`src/rtl/sync_fifo_prog.sv`:
```
// Single-clock FIFO with programmable almost-full/almost-empty thresholds, occupancy count
// and sticky overflow/underflow flags. Define SYNC_FIFO_FWFT_EN for first-word-fall-through reads.
module sync_fifo_prog #(
  parameter int unsigned DATA_W = 8,
  parameter int unsigned DEPTH  = 16,
  parameter int unsigned CNT_W  = $clog2(DEPTH) + 1
) (
  input  logic              clk,
  input  logic              rstn,
  input  logic              i_wren,
  input  logic [DATA_W-1:0] i_wrdata,
  input  logic              i_rden,
  input  logic [CNT_W-1:0]  i_alm_full_th,
  input  logic [CNT_W-1:0]  i_alm_empty_th,
  input  logic              i_clr_err,
  output logic [DATA_W-1:0] o_rddata,
  output logic              o_empty,
  output logic              o_alm_empty,
  output logic              o_full,
  output logic              o_alm_full,
  output logic [CNT_W-1:0]  o_count,
  output logic              o_overflow,
  output logic              o_underflow
);

  localparam int unsigned PTR_W = $clog2(DEPTH);

  logic [DATA_W-1:0] mem [DEPTH];
  logic [PTR_W-1:0]  wr_ptr;
  logic [PTR_W-1:0]  rd_ptr;
  logic [CNT_W-1:0]  count;
  logic [CNT_W-1:0]  count_nxt;
  logic              wr_acc;
  logic              rd_acc;

  // Acceptance looks only at the registered flags, so full+rd+wr pops only and empty+rd+wr pushes only.
  always_comb begin
    wr_acc    = i_wren & ~o_full;
    rd_acc    = i_rden & ~o_empty;
    count_nxt = count;
    case ({wr_acc, rd_acc})
      2'b10:   count_nxt = count + CNT_W'(1);
      2'b01:   count_nxt = count - CNT_W'(1);
      default: count_nxt = count;
    endcase
  end

  always_ff @(posedge clk) begin
    if (!rstn) begin
      wr_ptr      <= '0;
      rd_ptr      <= '0;
      count       <= '0;
      o_empty     <= 1'b1;
      o_alm_empty <= 1'b1;
      o_full      <= 1'b0;
      o_alm_full  <= 1'b0;
      o_overflow  <= 1'b0;
      o_underflow <= 1'b0;
    end else begin
      if (wr_acc) wr_ptr <= wr_ptr + PTR_W'(1);
      if (rd_acc) rd_ptr <= rd_ptr + PTR_W'(1);
      count       <= count_nxt;
      o_empty     <= (count_nxt == '0);
      o_full      <= (count_nxt == CNT_W'(DEPTH));
      o_alm_empty <= (count_nxt <= i_alm_empty_th);
      o_alm_full  <= (count_nxt >= i_alm_full_th);
      // A new error event outranks a clear in the same cycle.
      if (i_wren && o_full)       o_overflow  <= 1'b1;
      else if (i_clr_err)         o_overflow  <= 1'b0;
      if (i_rden && o_empty)      o_underflow <= 1'b1;
      else if (i_clr_err)         o_underflow <= 1'b0;
    end
  end

  // Storage is not reset; pointers returning to zero make old contents unreachable.
  always_ff @(posedge clk) begin
    if (rstn && wr_acc) mem[wr_ptr] <= i_wrdata;
  end

  assign o_count = count;

`ifdef SYNC_FIFO_FWFT_EN
  assign o_rddata = o_empty ? '0 : mem[rd_ptr];
`else
  logic [DATA_W-1:0] rddata_q;

  always_ff @(posedge clk) begin
    if (!rstn)       rddata_q <= '0;
    else if (rd_acc) rddata_q <= mem[rd_ptr];
  end

  assign o_rddata = rddata_q;
`endif

endmodule

```
`config.mk`:
```
export PLATFORM = sky130hd
export DESIGN_NAME = sync_fifo_prog
export DESIGN_NICKNAME = d
export VERILOG_FILES = /design/src/rtl/sync_fifo_prog.sv
export SDC_FILE = /design/constraint.sdc
export NUM_CORES = 1
export LEC_CHECK = 0
export ABC_AREA = 1
export BUFFER_PORTS_ARGS = -buffer_cell sky130_fd_sc_hd__buf_2
export CAP_MARGIN = 20
export CORE_MARGIN = 2
export CORE_UTILIZATION = 55
export DETAILED_ROUTE_END_ITERATION = 7
export PLACE_DENSITY = 0.73
export SYNTH_ARGS = -nofsm -noshare
export SYNTH_HDL_FRONTEND = slang
export SYNTH_SLANG_ARGS = --single-unit
```
`constraint.sdc`:
```
create_clock -name clk -period 7.3 [get_ports clk]
set_clock_uncertainty 0.05 [all_clocks]
set_input_delay 0.365 -clock clk [delete_from_list [all_inputs] [get_ports clk]]
set_output_delay 0.365 -clock clk [all_outputs]
set_load 0.01 [all_outputs]
```
==> metrics, run 1 <==
outcome=completed; Iter 0 DRT Violations=about 580; nets@finish=roughly 640; final estimated routing congestion in global placement=0.900; total net switching power=between 600 and 700 uW; CTS hold repair buffers=0; ratio of total power to cell area=around 320 nW/um2; # IOs=42; Antenna Violating Nets Remaining=0; synthesized net count=603; Worst-Skew Late Latency=0.42 ns; PnR worst setup slack=4.09 ns; Pleak=2.74 nW; first-pass GRT wire length=23700 um; asr flop ratio synth=0%; critical path class=reg2reg; launch point of the worst hold path=i_clr_err; sequential element share of the synthesized area=67.5%; critical path endpoint category=flip-flop; Clock Tree Root=sky130_fd_sc_hd__clkbuf_16; Core ar.=11500 um2; CP required=7.62 ns; highest net fanout along the worst path=67; netlist area before placement=approximately 6500 um2; worst slack at placement=4.09 ns; total clock buffers created by CTS=17; startpoint of the worst-slack reg-to-reg timing path=rd_ptr[0]; vias per inst=6.04; largest net degree at the start of global routing=between 60 and 70; number of enable flip-flop cells after synthesis=around 130; Power Internal=1.74 mW; fraction of final layout cells with drive strength greater than 1=approximately 14%; highest achievable clock rate=just over 300 MHz; setup repair after global routing missed its margin=false; area overhead of the layout relative to synthesis=14.2%; clock-pin slew on the worst setup and hold paths=0.06 ns; number of synthesized register bits=155; leading post-synthesis cells by instance count=sky130_fd_sc_hd__edfxtp_1 (128), sky130_fd_sc_hd__nor2_1 (100), sky130_fd_sc_hd__o21ai_0 (70), sky130_fd_sc_hd__inv_1 (45), sky130_fd_sc_hd__nand2_1 (35); switching share of power=approximately 28%; number of placement rows=39; worst slew slack as a fraction of its limit=about 30%; minimum period implied by the final worst setup slack=between 3 and 4 ns; arrival time at the worst endpoint=3.53 ns; count of distinct cell types in the synthesized netlist=32; Initial DRT Pass Iterations=5; cell count of the worst reg-to-reg path=9; Chip Height=113 um; final-layout setup total negative slack=0 ns; Post-CTS Setup Repair Bufs=0; post-layout power=2.41 mW; cell with the most instances after synthesis=sky130_fd_sc_hd__edfxtp_1; final setup violating endpoints=0; average wire per cell in the routed design=19.7 um; starting density of the core=56.6%; Ant. Diodes=0; CTS max path bufs=2; logic gate share of total power=18.5%; number of instances in the synthesized netlist=approximately 570; horizontal die dimension=113 um; mean cell area of the mapped netlist=around 11 um2; TritonCTS clock tree=built; count of H-tree levels built during CTS=4; via count of the routed design=4561; Max VDD drop=0.000227 V; post-cts repair resize count=0; origin of the worst setup path=rd_ptr[0]; number of antenna violations at the first check in global routing=0; number of port buffers=41; Final period util=between 40 and 50%; sinks on the clock net=155; element type at the critical path start=flip-flop; placed cell count=723; final standard cell count with taps included and fillers excluded=~760; number of remaining DRC errors=0; number of cells on the worst hold path=4; number of maximum-capacitance constraint violations=0; number of warnings issued by yosys=0; portion of total power attributed to sequential cells=42.7%; worst min path class=in2reg; area of the die=between 10000 and 15000 um2; detailed placement HPWL=8820 um; number of inserted filler cells in the final layout=828; largest area contributor in the netlist=sky130_fd_sc_hd__edfxtp_1; part of the total power dissipated in the clock network=38.8%; Synth top area share=between 50% and 60%; final number of hold-violating endpoints=0; predominant post-synthesis flop cell=sky130_fd_sc_hd__edfxtp_1; slew of the pin with the lowest slew margin=approximately 1.1 ns; number of max-slew violations in the final report=0; via count of the first global-routing pass=4541; leading post-synthesis cells by cell area=sky130_fd_sc_hd__edfxtp_1 (59%), sky130_fd_sc_hd__dfxtp_1 (8.3%), sky130_fd_sc_hd__nor2_1 (5.8%); GRT Util Overall=24.9%; post-detailed-routing wire length=14900 um; overflow left after global routing=0
==> per-layer routing <==
layer | GRT usage [%] | routed length, um | vias up | share of wire, %
met5 | 0 | 0 | - | 0
met4 | 12.8 | 374 | 0 | 2.5
met3 | 5.62 | 1150 | 35 | 7.7
met2 | 39.0 | 7170 | 219 | 48
met1 | 32.8 | 6200 | 2210 | 42
li1 | - | - | 2097 | -
==> power groups by stage <==
stage	Sequential (mW)	Clock (mW)	Combinational (mW)
after floorplan	1.05	0	0.292
after global placement	1.04	0	0.421
after detailed placement	1.05	0	0.435
after CTS	1.03	0.942	0.444
after global routing	1.03	0.982	0.502
final	1.03	0.935	0.446
==> worst max-delay path, stage by stage (launching register included) <==
cell	delay [ns]
sky130_fd_sc_hd__dfxtp_2	0.31
sky130_fd_sc_hd__buf_4	0.30
sky130_fd_sc_hd__inv_1	0.73
sky130_fd_sc_hd__buf_4	0.49
sky130_fd_sc_hd__o21ai_0	0.13
sky130_fd_sc_hd__o22ai_1	0.18
sky130_fd_sc_hd__nor2_1	0.07
sky130_fd_sc_hd__o311ai_0	0.55
sky130_fd_sc_hd__o211ai_1	0.17
sky130_fd_sc_hd__inv_1	0.09
==> flip-flops by register name, indices dropped and copies added (netlist names) <==
register and count:
o_count 5, rd_ptr 4, mem 128, o_empty 1, o_overflow 1, o_underflow 1
o_full 1, o_alm_empty 1, o_rddata 8, wr_ptr 4, o_alm_full 1
==> cell type report <==
cell class,instances,area (um2),share of cell area (%)
flip-flops and latches,155,4390,59.1
multi-input cells,333,1810,24.4
clock buffers,18,429,5.79
repair buffers,45,235,3.17
clock inverters,14,201,2.72
well taps,143,179,2.41
inverters,47,176,2.38
==> path summary, 6_finish.rpt <==
| check | to | slack [ns] |
|---|---|---|
| worst max-delay path | o_rddata[6] | 4.09 |
| worst min-delay path | o_underflow | 0.16 |
| worst max register to register | o_rddata[6] | 4.09 |
| worst min register to register | o_underflow | 0.42 |
==> layout by cell type, fill, tap and decap left out, types with 2 or more instances in the layout <==
| master | Yosys | layout |
|---|---|---|
| sky130_fd_sc_hd__a21oi_1 | 10 | 10 |
| sky130_fd_sc_hd__buf_2 | 7 | 41 |
| sky130_fd_sc_hd__buf_4 | 0 | 4 |
| sky130_fd_sc_hd__bufinv_16 | 0 | 5 |
| sky130_fd_sc_hd__clkbuf_16 | 0 | 17 |
| sky130_fd_sc_hd__clkinv_1 | 1 | 3 |
| sky130_fd_sc_hd__clkinv_2 | 0 | 4 |
| sky130_fd_sc_hd__clkinvlp_4 | 0 | 2 |
| sky130_fd_sc_hd__dfxtp_1 | 27 | 26 |
| sky130_fd_sc_hd__edfxtp_1 | 128 | 128 |
| sky130_fd_sc_hd__ha_1 | 15 | 15 |
| sky130_fd_sc_hd__inv_1 | 45 | 45 |
| sky130_fd_sc_hd__nand2_1 | 35 | 35 |
| sky130_fd_sc_hd__nand2_2 | 3 | 3 |
| sky130_fd_sc_hd__nand3_1 | 34 | 34 |
| sky130_fd_sc_hd__nand4_1 | 4 | 4 |
| sky130_fd_sc_hd__nor2_1 | 100 | 100 |
| sky130_fd_sc_hd__nor3_1 | 2 | 2 |
| sky130_fd_sc_hd__o211ai_1 | 8 | 8 |
| sky130_fd_sc_hd__o21ai_0 | 70 | 70 |
| sky130_fd_sc_hd__o21ai_1 | 3 | 3 |
| sky130_fd_sc_hd__o21ai_2 | 2 | 2 |
| sky130_fd_sc_hd__o221ai_1 | 24 | 24 |
| sky130_fd_sc_hd__o22ai_1 | 8 | 8 |
| sky130_fd_sc_hd__o311ai_0 | 4 | 4 |
| sky130_fd_sc_hd__xnor2_1 | 2 | 2 |
| sky130_fd_sc_hd__xor2_1 | 2 | 2 |
==> per-stage QoR <==
stage	hold slack (ns)	area, um2	util (%)
floorplan	0.414	6490	-
global placement	0.395	6790	59.2
detailed placement	0.402	6790	59.2
CTS	0.146	7420	64.7
global route	0.156	7420	64.7
finish	0.158	7420	64.7
==> logic make-up after synthesis <==
logic type / share of synthesized area, %
adder cells (fa/ha/maj): 2.89
XOR/XNOR: 0.790
AND/OR/NAND/NOR: 12.0
AO/OA/AOI/OAI: 12.2
flip-flops: 67.5
buffers and inverters: 4.59
Note: power is estimated with default switching activity, not from simulation.
==> inputs of run 2 (changes only) <==
--- a/config.mk
+++ b/config.mk
@@ -5,13 +5,13 @@
 export SDC_FILE = /design/constraint.sdc
 export NUM_CORES = 1
 export LEC_CHECK = 0
-export ABC_AREA = 1
+export ABC_AREA = 0
 export BUFFER_PORTS_ARGS = -buffer_cell sky130_fd_sc_hd__buf_2
 export CAP_MARGIN = 20
 export CORE_MARGIN = 2
-export CORE_UTILIZATION = 55
+export CORE_UTILIZATION = 54
 export DETAILED_ROUTE_END_ITERATION = 7
-export PLACE_DENSITY = 0.73
+export PLACE_DENSITY = 0.75
 export SYNTH_ARGS = -nofsm -noshare
 export SYNTH_HDL_FRONTEND = slang
 export SYNTH_SLANG_ARGS = --single-unit
==> constraint.sdc (replaced) <==
create_clock -name clk -period 2.7 [get_ports clk]
set_clock_uncertainty 0.05 [all_clocks]
set_input_delay 0.135 -clock clk [delete_from_list [all_inputs] [get_ports clk]]
set_output_delay 0.135 -clock clk [all_outputs]
set_load 0.01 [all_outputs]
==> metrics, run 2 <==
CP required=2.97 ns (-4.65 ns); via count of the first global-routing pass=3632 (-20%); Chip Height=112 um (-0.14%); total net switching power=1.63 mW (+150%); area overhead of the layout relative to synthesis=19.8%; violations in the final reports=setup timing; Pleak=2.66 nW (-2.9%); number of maximum-capacitance constraint violations=0 (unchanged); predominant post-synthesis flop cell=sky130_fd_sc_hd__edfxtp_1; nets@finish=482 (-24%); area of the die=12700 um2 (-0.28%); number of enable flip-flop cells after synthesis=128 (unchanged); vias per inst=5.69 (-5.8%); Final period util=105% (+61 points); number of max-slew violations in the final report=0 (unchanged); mean cell area of the mapped netlist=17.3 um2 (+51%); largest area contributor in the netlist=sky130_fd_sc_hd__edfxtp_1; final number of hold-violating endpoints=0 (unchanged); parity-gate share of the synthesized area counting xor and xnor cells=1.81% (+1.0 points); largest net degree at the start of global routing=36 (-47%); Core ar.=11500 um2 (unchanged); Initial DRT Pass Iterations=4 (-1); slew of the pin with the lowest slew margin=0.838 ns (-0.217 ns); number of placement rows=39 (unchanged); worst slack at placement=-0.147 ns (-4.24 ns); cell with the most instances after synthesis=sky130_fd_sc_hd__edfxtp_1; number of synthesized register bits=155 (unchanged); setup repair after global routing missed its margin=true; critical path class=reg2reg; count of distinct cell types in the synthesized netlist=44 (+38%); sequential element share of the synthesized area=69.0% (+1.4 points); Antenna Violating Nets Remaining=0 (unchanged); Power Internal=4.67 mW (+170%); area share of and/or/nand/nor cells after synthesis=5.87% (-6.1 points); highest net fanout along the worst path=3 (-96%); Max VDD drop=0.000854 V (+280%); final estimated routing congestion in global placement=0.862 (-4.2%); multiplexer share of the synthesized area=14.7% (+15 points); number of warnings issued by yosys=0 (unchanged); detailed placement HPWL=7870 um (-11%); outcome=finished with violations; Worst-Skew Late Latency=0.42 ns (about the same); Iter 0 DRT Violations=406 (-30%); count of H-tree levels built during CTS=4 (unchanged); number of port buffers=41 (unchanged); worst slew slack as a fraction of its limit=43.9% (+14 points); register bank with the most flops=mem; highest-count cells in the layout ignoring fill and taps=sky130_fd_sc_hd__edfxtp_1 (128), sky130_fd_sc_hd__buf_2 (41), sky130_fd_sc_hd__mux4_2 (40), sky130_fd_sc_hd__buf_4 (30), sky130_fd_sc_hd__nor2_1 (29); clock-pin slew on the worst setup and hold paths=0.06 ns (about the same); leading cell type in the layout, fill and taps excluded=sky130_fd_sc_hd__edfxtp_1; starting density of the core=55.4% (-1.2 points); part of the total power dissipated in the clock network=37.0% (-1.8 points); sinks on the clock net=155 (unchanged); critical path endpoint category=flip-flop; CTS max path bufs=2 (unchanged); leading post-synthesis cells by instance count=sky130_fd_sc_hd__edfxtp_1 (128), sky130_fd_sc_hd__mux4_2 (40), sky130_fd_sc_hd__nor2_1 (29), sky130_fd_sc_hd__nand2_1 (28), sky130_fd_sc_hd__dfxtp_1 (27); TritonCTS clock tree=built; asr flop ratio synth=0% (unchanged); minimum period implied by the final worst setup slack=2.82 ns (-0.384 ns); first-pass GRT wire length=19500 um (-18%); # IOs=42 (unchanged); overflow left after global routing=0 (unchanged); highest achievable clock rate=354 MHz (+14%); flip-flop count of the largest register, all copies and words added=128 (unchanged); average wire per cell in the routed design=20.5 um (+3.9%); via count of the routed design=3413 (-25%); PnR worst setup slack=-0.125 ns (-4.22 ns); number of remaining DRC errors=0 (unchanged); ratio of total power to cell area=827 nW/um2 (+150%); number of instances in the synthesized netlist=367 (-35%); complex-gate fraction of the synthesized area=3.27% (-9.0 points); netlist area before placement=6360 um2 (-2.1%); logic gate share of total power=19.6% (+1.1 points); final setup violating endpoints=1 (+1); arrival time at the worst endpoint=3.09 ns (-0.44 ns); element type at the critical path start=flip-flop; switching share of power=25.9% (-1.7 points); post-detailed-routing wire length=12300 um (-17%); portion of total power attributed to sequential cells=43.3% (+0.6 points); synthesized net count=405 (-33%); Synth top area share=60.5% (+1.3 points); adder and majority cell fraction of the synthesized area=2.95% (+0.062 points); number of antenna violations at the first check in global routing=0 (unchanged); worst hold slack=0.0132 ns (-0.145 ns); dominant combinational cell family by area after synthesis=multiplexers; horizontal die dimension=112 um (-0.14%); worst min path class=in2reg; GRT Util Overall=20.8% (-4.1 points); total clock buffers created by CTS=17 (unchanged); Clock Tree Root=sky130_fd_sc_hd__clkbuf_16; Ant. Diodes=0 (unchanged); fraction of final layout cells with drive strength greater than 1=37.0% (+23 points); number of inserted filler cells in the final layout=749 (-9.5%); leading post-synthesis cells by cell area=sky130_fd_sc_hd__edfxtp_1 (60%), sky130_fd_sc_hd__mux4_2 (14%), sky130_fd_sc_hd__dfxtp_1 (8.5%)
## run 2: cell types whose count changed in the layout (fill, tap and decap cells not counted), sizes merged, moves of 5 or more
| cell | change |
|---|---|
| a21oi | +7 |
| buf | +27 |
| inv | -25 |
| mux4 | +40 |
| nand2 | -10 |
| nand3 | -32 |
| nor2 | -72 |
| o211ai | -8 |
| o21ai | -74 |
| o221ai | -24 |
| o22ai | -7 |
| xnor2 | +5 |
## run 2: power groups by stage
stage,logic [mW],registers [mW],clock network [mW]
finish,1.24,2.73,2.33
global route,1.35,2.74,2.46
detailed placement,1.17,2.78,0
floorplan,0.772,2.81,0
global placement,1.14,2.77,0
CTS,1.22,2.73,2.38
## run 2: layout make-up
class	instances	area [um2]	share of cell area (%)
Clock buffer	17	425	5.58
Clock inverter	15	164	2.15
Inverter	17	76.3	1.00
Multi-Input combinational cell	178	1900	25.0
Sequential cell	155	4390	57.6
Tap cell	143	179	2.35
Timing Repair Buffer	75	480	6.31
## run 2: metal layers
layer	vias to the layer above	wire length [um]	track usage [%]
li1	1573	-	-
met1	1719	5100	26.7
met2	107	6510	35.3
met3	14	541	5.02
met4	0	152	6.83
met5	-	0	0
## run 2: final timing paths
kind	slack (ns)	endpoint	cells past startpoint	from
max	-0.12	o_alm_empty	13	o_full
min	0.01	o_overflow	4	i_clr_err
max reg2reg	-0.12	o_alm_empty	13	o_full
min reg2reg	0.40	o_rddata[7]	2	o_rddata[7]
## run 2: timing repair
item | CTS | global route
setup buffers | 4 | 0
setup endpoints to repair | 1 | 2
endpoints found under the hold margin | 3 | 0
gates cloned | 0 | 0
hold buffers | 3 | 0
pin swaps | 11 | 1
resized for setup | 9 | 4
## run 2: cells by family (layout without fill, tap and decap cells)
group	Yosys count	count (layout)
flip-flops	155	155
multiplexers	43	43
XOR/XNOR	11	11
AND/OR/NAND/NOR	78	78
AO/OA/AOI/OAI	31	31
adder cells (fa/ha/maj)	15	15
buffers and inverters	34	124
## run 2: worst max-delay path, stage by stage, from the launching register on
cell	delay, ns
sky130_fd_sc_hd__dfxtp_2	0.33
sky130_fd_sc_hd__nor2b_4	0.17
sky130_fd_sc_hd__inv_8	0.05
sky130_fd_sc_hd__ha_4	0.16
sky130_fd_sc_hd__or4_4	0.55
sky130_fd_sc_hd__o2bb2ai_4	0.14
sky130_fd_sc_hd__nor3_2	0.07
sky130_fd_sc_hd__xnor2_2	0.20
sky130_fd_sc_hd__ha_1	0.28
sky130_fd_sc_hd__nand2_1	0.08
sky130_fd_sc_hd__o21bai_1	0.07
sky130_fd_sc_hd__a21oi_1	0.20
sky130_fd_sc_hd__a211oi_1	0.10
sky130_fd_sc_hd__o311ai_1	0.26
## run 2: stage by stage
| stage | cell area [um2] | util [%] | setup TNS (ns) | instances | power [mW] |
|---|---|---|---|---|---|
| after floorplan | 6390 | - | -0.258 | 367 | 3.58 |
| after global placement | 6900 | 60.1 | -0.0340 | 561 | 3.91 |
| after detailed placement | 6900 | 60.1 | -0.147 | 561 | 3.95 |
| after CTS | 7580 | 66.1 | -0.106 | 600 | 6.33 |
| after global routing | 7620 | 66.4 | -0.231 | 600 | 6.55 |
| final | 7620 | 66.4 | -0.125 | 600 | 6.30 |
==> inputs of run 3 (changes only) <==
==> constraint.sdc (replaced) <==
create_clock -name clk -period 2.7 [get_ports clk]
set_clock_uncertainty 0.05 [all_clocks]
set_input_delay 0.675 -clock clk [delete_from_list [all_inputs] [get_ports clk]]
set_output_delay 0.675 -clock clk [all_outputs]
set_load 0.01 [all_outputs]
==> metrics, run 3 (synthesized netlist as in run 2, its figures left out) <==
Finished Core Util=66.6% (+0.16 points); Ant. Diodes=0 (unchanged); count of H-tree levels built during CTS=4 (unchanged); Post-Layout Inst Area=7640 um2 (+0.25%); element type at the critical path start=input pin; Max VDD drop=0.000675 V (-21%); detailed placement HPWL=8280 um (+5.1%); largest net degree at the start of global routing=36 (unchanged); CTS max path bufs=2 (unchanged); register bank with the most flops=mem; TritonCTS clock tree=built; Final period util=103% (-1.3 points); leading cell type in the layout, fill and taps excluded=sky130_fd_sc_hd__edfxtp_1; number of remaining DRC errors=0 (unchanged); highest achievable clock rate=358 MHz (+1.3%); minimum period implied by the final worst setup slack=2.79 ns (-0.0351 ns); starting density of the core=55.4% (unchanged); outcome=finished with violations; met2 layer usage reported by global route=37.2% (+1.9 points); Worst-Skew Late Latency=0.42 ns (about the same); Iter 0 DRT Violations=306 (-25%); CTS hold repair buffers=0 (-3); fraction of final layout cells with drive strength greater than 1=38.2% (+1.2 points); critical path endpoint category=flip-flop; vias per inst=5.76 (+1.2%); Pleak=2.68 nW (+0.43%); Core ar.=11500 um2 (unchanged); area of the die=12700 um2 (unchanged); Critical Path Slowest Stage Cell=sky130_fd_sc_hd__or4_4; worst min path class=reg2reg; via count of the routed design=3490 (+2.3%); horizontal die dimension=112 um (unchanged); area overhead of the layout relative to synthesis=20.1%; worst slew slack as a fraction of its limit=56.3% (+12 points); clock-pin slew on the worst setup and hold paths=0.07 ns (about the same); slew of the pin with the lowest slew margin=0.654 ns (-0.184 ns); sinks on the clock net=155 (unchanged); Clock Tree Root=sky130_fd_sc_hd__clkbuf_16; final-layout setup total negative slack=-0.0895 ns (+0.0351 ns); R2R setup slack=-0.07 ns (+0.05 ns); number of maximum-capacitance constraint violations=0 (unchanged); ratio of total power to cell area=816 nW/um2 (-1.4%); met1 capacity usage during global routing=28.0% (+1.3 points); total clock buffers created by CTS=17 (unchanged); # IOs=42 (unchanged); final estimated routing congestion in global placement=0.859 (-0.31%); delay of the slowest cell on the worst path=0.54 ns (about the same); worst hold slack=0.400 ns (+0.387 ns); final setup violating endpoints=1 (unchanged); Chip Height=112 um (unchanged); number of antenna violations at the first check in global routing=0 (unchanged); flip-flop count of the largest register, all copies and words added=128 (unchanged); number of port buffers=41 (unchanged); Antenna Violating Nets Remaining=0 (unchanged); GRT Util Overall=21.8% (+0.99 points); highest net fanout along the worst path=4 (+1); met3 routing resource usage after global routing=5.29% (+0.27 points); PnR worst setup slack=-0.0895 ns (+0.0351 ns); CP required=2.98 ns (about the same); Most Used Layer, Global Route=met2; highest-count cells in the layout ignoring fill and taps=sky130_fd_sc_hd__edfxtp_1 (128), sky130_fd_sc_hd__mux4_2 (40), sky130_fd_sc_hd__buf_2 (40), sky130_fd_sc_hd__buf_4 (39), sky130_fd_sc_hd__nor2_1 (29); via count of the first global-routing pass=3677 (+1.2%); nets@finish=488 (+1.2%); Critical Path, Cell by Cell=buf_6 -> nor2b_4 -> inv_8 -> ha_4 -> or4_4 -> o2bb2ai_4 -> nor3_2 -> xnor2_1 -> ha_1 -> nand2_1 -> o21bai_1 -> a21oi_2 -> a211oi_2 -> o311ai_1; critical path class=in2reg; dpl cell area=7000 um2 (+1.5%); number of placement rows=39 (unchanged); average wire per cell in the routed design=20.8 um (+1.3%); first-pass GRT wire length=20300 um (+3.7%); Initial DRT Pass Iterations=5 (+1); post-detailed-routing wire length=12600 um (+2.3%); violations in the final reports=setup timing; arrival time at the worst endpoint=3.07 ns (-0.02 ns); number of max-slew violations in the final report=0 (unchanged); final number of hold-violating endpoints=0 (unchanged); overflow left after global routing=0 (unchanged); setup repair after global routing missed its margin=true
run 3: worst paths after layout:
| kind | startpoint | end | cells after the start |
|---|---|---|---|
| hold reg to reg | o_rddata[2] | o_rddata[2] | 2 |
| setup reg to reg | o_full | o_alm_empty | 13 |
| hold / removal | o_rddata[2] | o_rddata[2] | 2 |
| setup / recovery | i_wren | o_alm_empty | 14 |
run 3: power by group:
| part | switching [mW] | leakage (nW) | internal, mW |
|---|---|---|---|
| logic | 0.615 | 1.03 | 0.633 |
| registers | 0.0562 | 1.37 | 2.68 |
| clock network | 0.964 | 0.268 | 1.29 |
run 3: layout make-up:
type | instances | area (um2)
Inverter | 17 | 76.3
Clock buffer | 18 | 429
Multi-Input combinational cell | 178 | 1910
Timing Repair Buffer | 81 | 524
Sequential cell | 155 | 4390
Tap cell | 143 | 179
Fill cell | 766 | 3830
Clock inverter | 14 | 134
run 3: critical path: cells and delay by family:
kind                       cells  cell delay [ns]
and+or+nand+nor                4             0.86
xor gates and xnor gates       1             0.22
buffers and inverters          2             0.12
adders and majority gates      2             0.44
AOI/OAI and AO/OA              5             0.72
run 3: metal layers:
metal	share of wire [%]	routed length, um
met1	40	5090
met4	1.4	182
met5	0	0
met3	5.6	702
met2	53	6610
run 3: repair_timing:
item                                   4_1_cts  5_1_grt
pin swaps                                    6        9
resized for setup                            6        9
setup buffers                                0        0
setup endpoints to repair                    1        1
endpoints found under the hold margin        0        0
run 3: stage by stage:
step / setup slack (ns) / cells / total power [mW]
5_1_grt: -0.233 / 606 / 6.48
6_report: -0.0895 / 606 / 6.23
2_1_floorplan: -0.535 / 367 / 3.58
3_3_place_gp: -0.474 / 574 / 3.95
4_1_cts: -0.0649 / 606 / 6.24
3_5_place_dp: -0.557 / 574 / 3.98
